[src/rtl/mult_pkg.sv]
// Shared types and sizes for the sequential 32x32 multiplier and its 8x8 core.
package mult_pkg;

    localparam int unsigned OPW   = 32;
    localparam int unsigned SLW   = 8;
    localparam int unsigned PPW   = 2 * SLW;
    localparam int unsigned NSTEP = 16;
    localparam int unsigned KW    = 4;
    localparam int unsigned PW    = 64;
    localparam int unsigned SHW   = 6;

    typedef enum logic [1:0] {
        ST_IDLE = 2'd0,
        ST_CALC = 2'd1,
        ST_DONE = 2'd2
    } state_e;

endpackage

[src/rtl/seq_mult32_ctrl_if.sv]
// Request/response bundle between a requester and the sequential multiplier.
interface seq_mult32_ctrl_if;
    import mult_pkg::*;

    logic           start;
    logic [OPW-1:0] a;
    logic [OPW-1:0] b;
    logic           busy;
    logic           done;
    logic [PW-1:0]  product;

    modport master (output start, a, b, input busy, done, product);
    modport slave  (input start, a, b, output busy, done, product);

endinterface

[src/rtl/pp_mult8.sv]
// Combinational 8x8 -> 16-bit unsigned partial-product core; swappable for any library core.
module pp_mult8
    import mult_pkg::*;
(
    input  logic [SLW-1:0] x,
    input  logic [SLW-1:0] y,
    output logic [PPW-1:0] p_c
);

    assign p_c = PPW'(x) * PPW'(y);

endmodule

[src/rtl/seq_mult32_ctrl.sv]
// Sequential 32x32 multiplier: one 8x8 core time-shared over 16 steps into a 64-bit accumulator.
module seq_mult32_ctrl
    import mult_pkg::*;
(
    input  logic                clk,
    input  logic                rst,
    seq_mult32_ctrl_if.slave    bus
);

    state_e         state_q, state_d;
    logic [OPW-1:0] ra_q, ra_d;
    logic [OPW-1:0] rb_q, rb_d;
    logic [PW-1:0]  acc_q, acc_d;
    logic [KW-1:0]  k_q, k_d;
    logic           busy_q, busy_d;
    logic           done_q, done_d;

    logic [1:0]     i_c, j_c;
    logic [SLW-1:0] a_sl_c, b_sl_c;
    logic [PPW-1:0] pp_c;
    logic [SHW-1:0] sh_c;
    logic [PW-1:0]  addend_c;

    // Step k walks the multiplicand slice fastest, then the multiplier slice.
    always_comb begin
        i_c      = k_q[1:0];
        j_c      = k_q[3:2];
        a_sl_c   = ra_q[32'(i_c) * SLW +: SLW];
        b_sl_c   = rb_q[32'(j_c) * SLW +: SLW];
        sh_c     = SHW'((32'(i_c) + 32'(j_c)) * SLW);
        addend_c = PW'(pp_c) << sh_c;
    end

    pp_mult8 u_pp (
        .x   (a_sl_c),
        .y   (b_sl_c),
        .p_c (pp_c)
    );

    always_comb begin
        state_d = state_q;
        ra_d    = ra_q;
        rb_d    = rb_q;
        acc_d   = acc_q;
        k_d     = k_q;
        case (state_q)
            ST_IDLE: begin
                if (bus.start) begin
                    ra_d    = bus.a;
                    rb_d    = bus.b;
                    acc_d   = '0;
                    k_d     = '0;
                    state_d = ((bus.a == '0) || (bus.b == '0)) ? ST_DONE : ST_CALC;
                end
            end
            ST_CALC: begin
                acc_d = acc_q + addend_c;
                k_d   = k_q + KW'(1);
                if (k_q == KW'(NSTEP - 1)) begin
                    state_d = ST_DONE;
                end
            end
            ST_DONE: state_d = ST_IDLE;
            default: state_d = ST_IDLE;
        endcase
        // Status flags follow the next state so they are flops, not input decodes.
        busy_d = (state_d != ST_IDLE);
        done_d = (state_d == ST_DONE);
    end

    always_ff @(posedge clk or posedge rst) begin
        if (rst) begin
            state_q <= ST_IDLE;
            ra_q    <= '0;
            rb_q    <= '0;
            acc_q   <= '0;
            k_q     <= '0;
            busy_q  <= 1'b0;
            done_q  <= 1'b0;
        end else begin
            state_q <= state_d;
            ra_q    <= ra_d;
            rb_q    <= rb_d;
            acc_q   <= acc_d;
            k_q     <= k_d;
            busy_q  <= busy_d;
            done_q  <= done_d;
        end
    end

    assign bus.busy    = busy_q;
    assign bus.done    = done_q;
    assign bus.product = acc_q;

endmodule

[src/flat_wrapper.sv]
// flat-port wrapper written by rule: the top's interface ports become plain ports
module seq_mult32_ctrl_flat import mult_pkg::*;
  (clk, rst, bus_start, bus_a, bus_b, bus_busy, bus_done, bus_product);
  seq_mult32_ctrl_if bus_i ();
  input  logic clk;
  input  logic rst;
  input wire logic [$bits(bus_i.start)-1:0] bus_start;
  input wire logic [$bits(bus_i.a)-1:0] bus_a;
  input wire logic [$bits(bus_i.b)-1:0] bus_b;
  output wire logic [$bits(bus_i.busy)-1:0] bus_busy;
  output wire logic [$bits(bus_i.done)-1:0] bus_done;
  output wire logic [$bits(bus_i.product)-1:0] bus_product;
  assign bus_i.start = bus_start;
  assign bus_i.a = bus_a;
  assign bus_i.b = bus_b;
  assign bus_busy = bus_i.busy;
  assign bus_done = bus_i.done;
  assign bus_product = bus_i.product;
  seq_mult32_ctrl u_core (.clk(clk), .rst(rst), .bus(bus_i));
endmodule
[config.mk]
export PLATFORM = sky130hd
export DESIGN_NAME = seq_mult32_ctrl_flat
export DESIGN_NICKNAME = d
export VERILOG_FILES = /design/src/rtl/mult_pkg.sv /design/src/rtl/seq_mult32_ctrl_if.sv /design/src/rtl/pp_mult8.sv /design/src/rtl/seq_mult32_ctrl.sv /design/src/flat_wrapper.sv
export SDC_FILE = /design/constraint.sdc
export NUM_CORES = 1
export LEC_CHECK = 0
export BUFFER_PORTS_ARGS = -buffer_cell sky130_fd_sc_hd__buf_2
export CORE_UTILIZATION = 60
export CTS_CLUSTER_SIZE = 25
export DETAILED_ROUTE_END_ITERATION = 8
export PLACE_DENSITY = 0.81
export SYNTH_ARGS = -nofsm -noshare
export SYNTH_HDL_FRONTEND = slang
export SYNTH_SLANG_ARGS = --single-unit
[constraint.sdc]
create_clock -name clk -period 17.9 [get_ports clk]
set_input_delay 0.895 -clock clk [delete_from_list [all_inputs] [get_ports clk]]
set_output_delay 0.895 -clock clk [all_outputs]
set_load 0.03 [all_outputs]
==> flow_summary.yaml <==
run_status:
  status: "finished clean"
synth:
  netlist_instances: 1271
  synth_adder_area_share_pct: 17.2
  synth_xor_area_share_pct: 5.05
  synth-async-reset-ratio_pct: 100
  ys_types: 80
  ys_seq_area_share_pct: 28.9
  synthSimpleGateAreaFrac_pct: 16.8
  synth_edf_count: 0
  synth-seq-cells: 136
  synth_ff_type: "dfrtp_1"
  avgSynthCellArea_um2: 9.28
  syn-num-nets: 1477
  syn_area_um2: 11800
  synth.mux.area_fraction_pct: 9.35
  synth_warnings: 0
  synth_top_family_by_area: "compound AO/OA/AOI/OAI gates"
  synth_compound_area_share_pct: 17.5
finish:
  final_common_cell: "dfrtp_1"
  n_antenna_cell: 0
  fill_cells: 1473
  multiInputGateArea_um2: 7780
  fin_nets: 1580
  areaGrowthSynthToFinish_pct: 11.3
  post-route-util_pct: 69.2
  seq_area_um2: 3400
  final_cell_mix: "dfrtp_1, buf_2, nand2_1, ha_1, o21ai_0"
  layout-drive-gt1-share_pct: 20.5
placed_design:
  portBuffers: 132
  gp_congestion: 1.02
  post-dp-hpwl_um: 24500
drt:
  dr.pass1.iters: 5
  wirelength_um: 33100
  first_iter_violations: 961
  drc: 0
  ant_nets: 0
  vias: 10400
  viasPerCell: 6.30
  routedWlPerCell_um: 20.1
floorplan:
  die_h_um: 142
  num_rows: 50
  die_area_um2: 20200
  core_um2: 19000
  num_io_pins: 133
  chipWidth_um: 142
  initial_core_util_pct: 62.2
global_routing:
  grt_pass1_vias: 9838
  grtUsageMet1_pct: 48.4
  grt_util_met3_pct: 7.03
  grt_pass1_wl_um: 52500
  grt_use_met2_pct: 51.2
  grt_usage_pct: 33.9
  antenna_found_initial: 0
  grt_max_degree: 81
  overflow: 0
  grt_busiest_layer: "met2"
clock_tree:
  root_buffer: "clkbuf_16"
  clk_latency_ns: 0.45
  cts_setup_buffers: 0
  clock_path_buffers: 2
  ctsResizeCount: 0
  tritoncts_num_sinks: 136
  clk_pin_slew_ns: 0.07
  numCtsBuffers: 17
  cts_max_level: 4
  ctsHoldBuffers: 0
  cts_tree: "done"
timing:
  slew_violations: 0
  tns_ns: 0
  worst_pin_slew_ns: 1.08
  max_freq_mhz: 105
  hold_viol: 0
  setup_viol: 0
  post-route-min-period_ns: 9.51
  maxSlewHeadroom_pct: 27.2
  fin_crit_sh_pct: 53.1
  finClkSkew_ns: 0.0129
  rsz0062_at_grt: "no"
setup_path:
  end_kind: "flip-flop"
  slowest_delay_ns: 0.89
  startpoint: "u_core.k_q[0]"
  crit_path_top_delay_cell: "o21ai_0"
  worst-setup-path-type: "flip-flop to flip-flop"
  crit_arrival_ns: 9.86
  critPathLaunchType: "flip-flop"
  critical_path.max_fanout: 13
  r2r_start: "u_core.k_q[0]"
  cp.required_ns: 18.25
  reg2regPathDepth: 29
worst_hold_path:
  min_path_cells: 1
  hp-start: "u_core.rb_q[16]"
  hold_class: "flip-flop to flip-flop"
run:
  max-cap-violations: 0
worst max-delay path, delay by kind of cell, from the launching register on:
family / cells / cell delay [ns]
AND/OR/NAND/NOR: 6 / 1.13
flip-flops: 1 / 0.74
buffers and inverters: 2 / 0.09
adder cells (fa/ha/maj): 6 / 2.60
multiplexers: 1 / 0.71
AO/OA/AOI/OAI: 12 / 3.78
XOR/XNOR: 2 / 0.34
synthesized netlist by cell type (all sizes together), types with 8 or more instances:
cell type	count	area share [%]
nor3	13	0.73
ha	101	11
nand2b	14	0.74
nand3	12	0.59
a21oi	87	3.7
mux2	65	6.2
nor2	79	2.5
fa	38	6.5
mux4	16	3.1
buf	13	0.63
and3	12	0.72
o22ai	13	0.69
xor2	31	2.3
nand4	24	1.3
and2	59	3.2
a31oi	9	0.48
o21ai	103	4.5
nor4	18	0.96
dfrtp	136	29
a22o	8	0.59
clkbuf	40	2.2
xnor2	37	2.7
nor2b	15	0.80
a21o	38	2.5
nand2	128	4.1
o21bai	19	1.2
inv	72	2.3
per-layer routing:
metal  share of wire, %  wire, um
met1                 43     14400
met2                 45     14900
met3                9.0      2970
met4                2.7       909
met5                  0         0
cell families after synthesis:
group / after synthesis
buffers and inverters: 127
XOR/XNOR: 68
multiplexers: 82
adder cells (fa/ha/maj): 139
flip-flops: 136
AND/OR/NAND/NOR: 392
AO/OA/AOI/OAI: 327
per-stage QoR:
stage / setup slack, ns / instance area [um^2] / hold slack, ns / cells
4_1_cts: 8.47 / 13100 / 0.513 / 1647
3_5_place_dp: 8.52 / 12500 / 0.491 / 1615
2_1_floorplan: 9.84 / 11800 / 0.474 / 1271
6_report: 8.39 / 13100 / 0.512 / 1647
3_3_place_gp: 8.69 / 12500 / 0.488 / 1615
5_1_grt: 7.97 / 13100 / 0.528 / 1647
layout make-up:
class,count,area share [%]
multi-input combinational,1008,59.3
sequential,136,25.9
timing repair buffer,139,5.43
clock buffer,17,3.24
tap,260,2.48
inverter,72,2.10
clock inverter,15,1.53
worst paths after layout:
check | to | slack (ns)
setup / recovery | u_core.bus.product[63] | 8.39
hold / removal | u_core.rb_q[16] | 0.51
setup reg to reg | u_core.bus.product[63] | 8.39
hold reg to reg | u_core.rb_q[16] | 0.51
max in group asynchronous | u_core.rb_q[8] | 16.08
min in group asynchronous | u_core.ra_q[0] | 0.58
state kept, by name (all words and copies together), names as in the netlist:
signal              cells
u_core.state_q          2
u_core.bus.product     64
u_core.bus.done         1
u_core.rb_q            32
u_core.ra_q            32
u_core.bus.busy         1
u_core.k_q              4
Power is not shown: default switching activity piles up to over one toggle a cycle in this logic, so the estimate is an artifact.
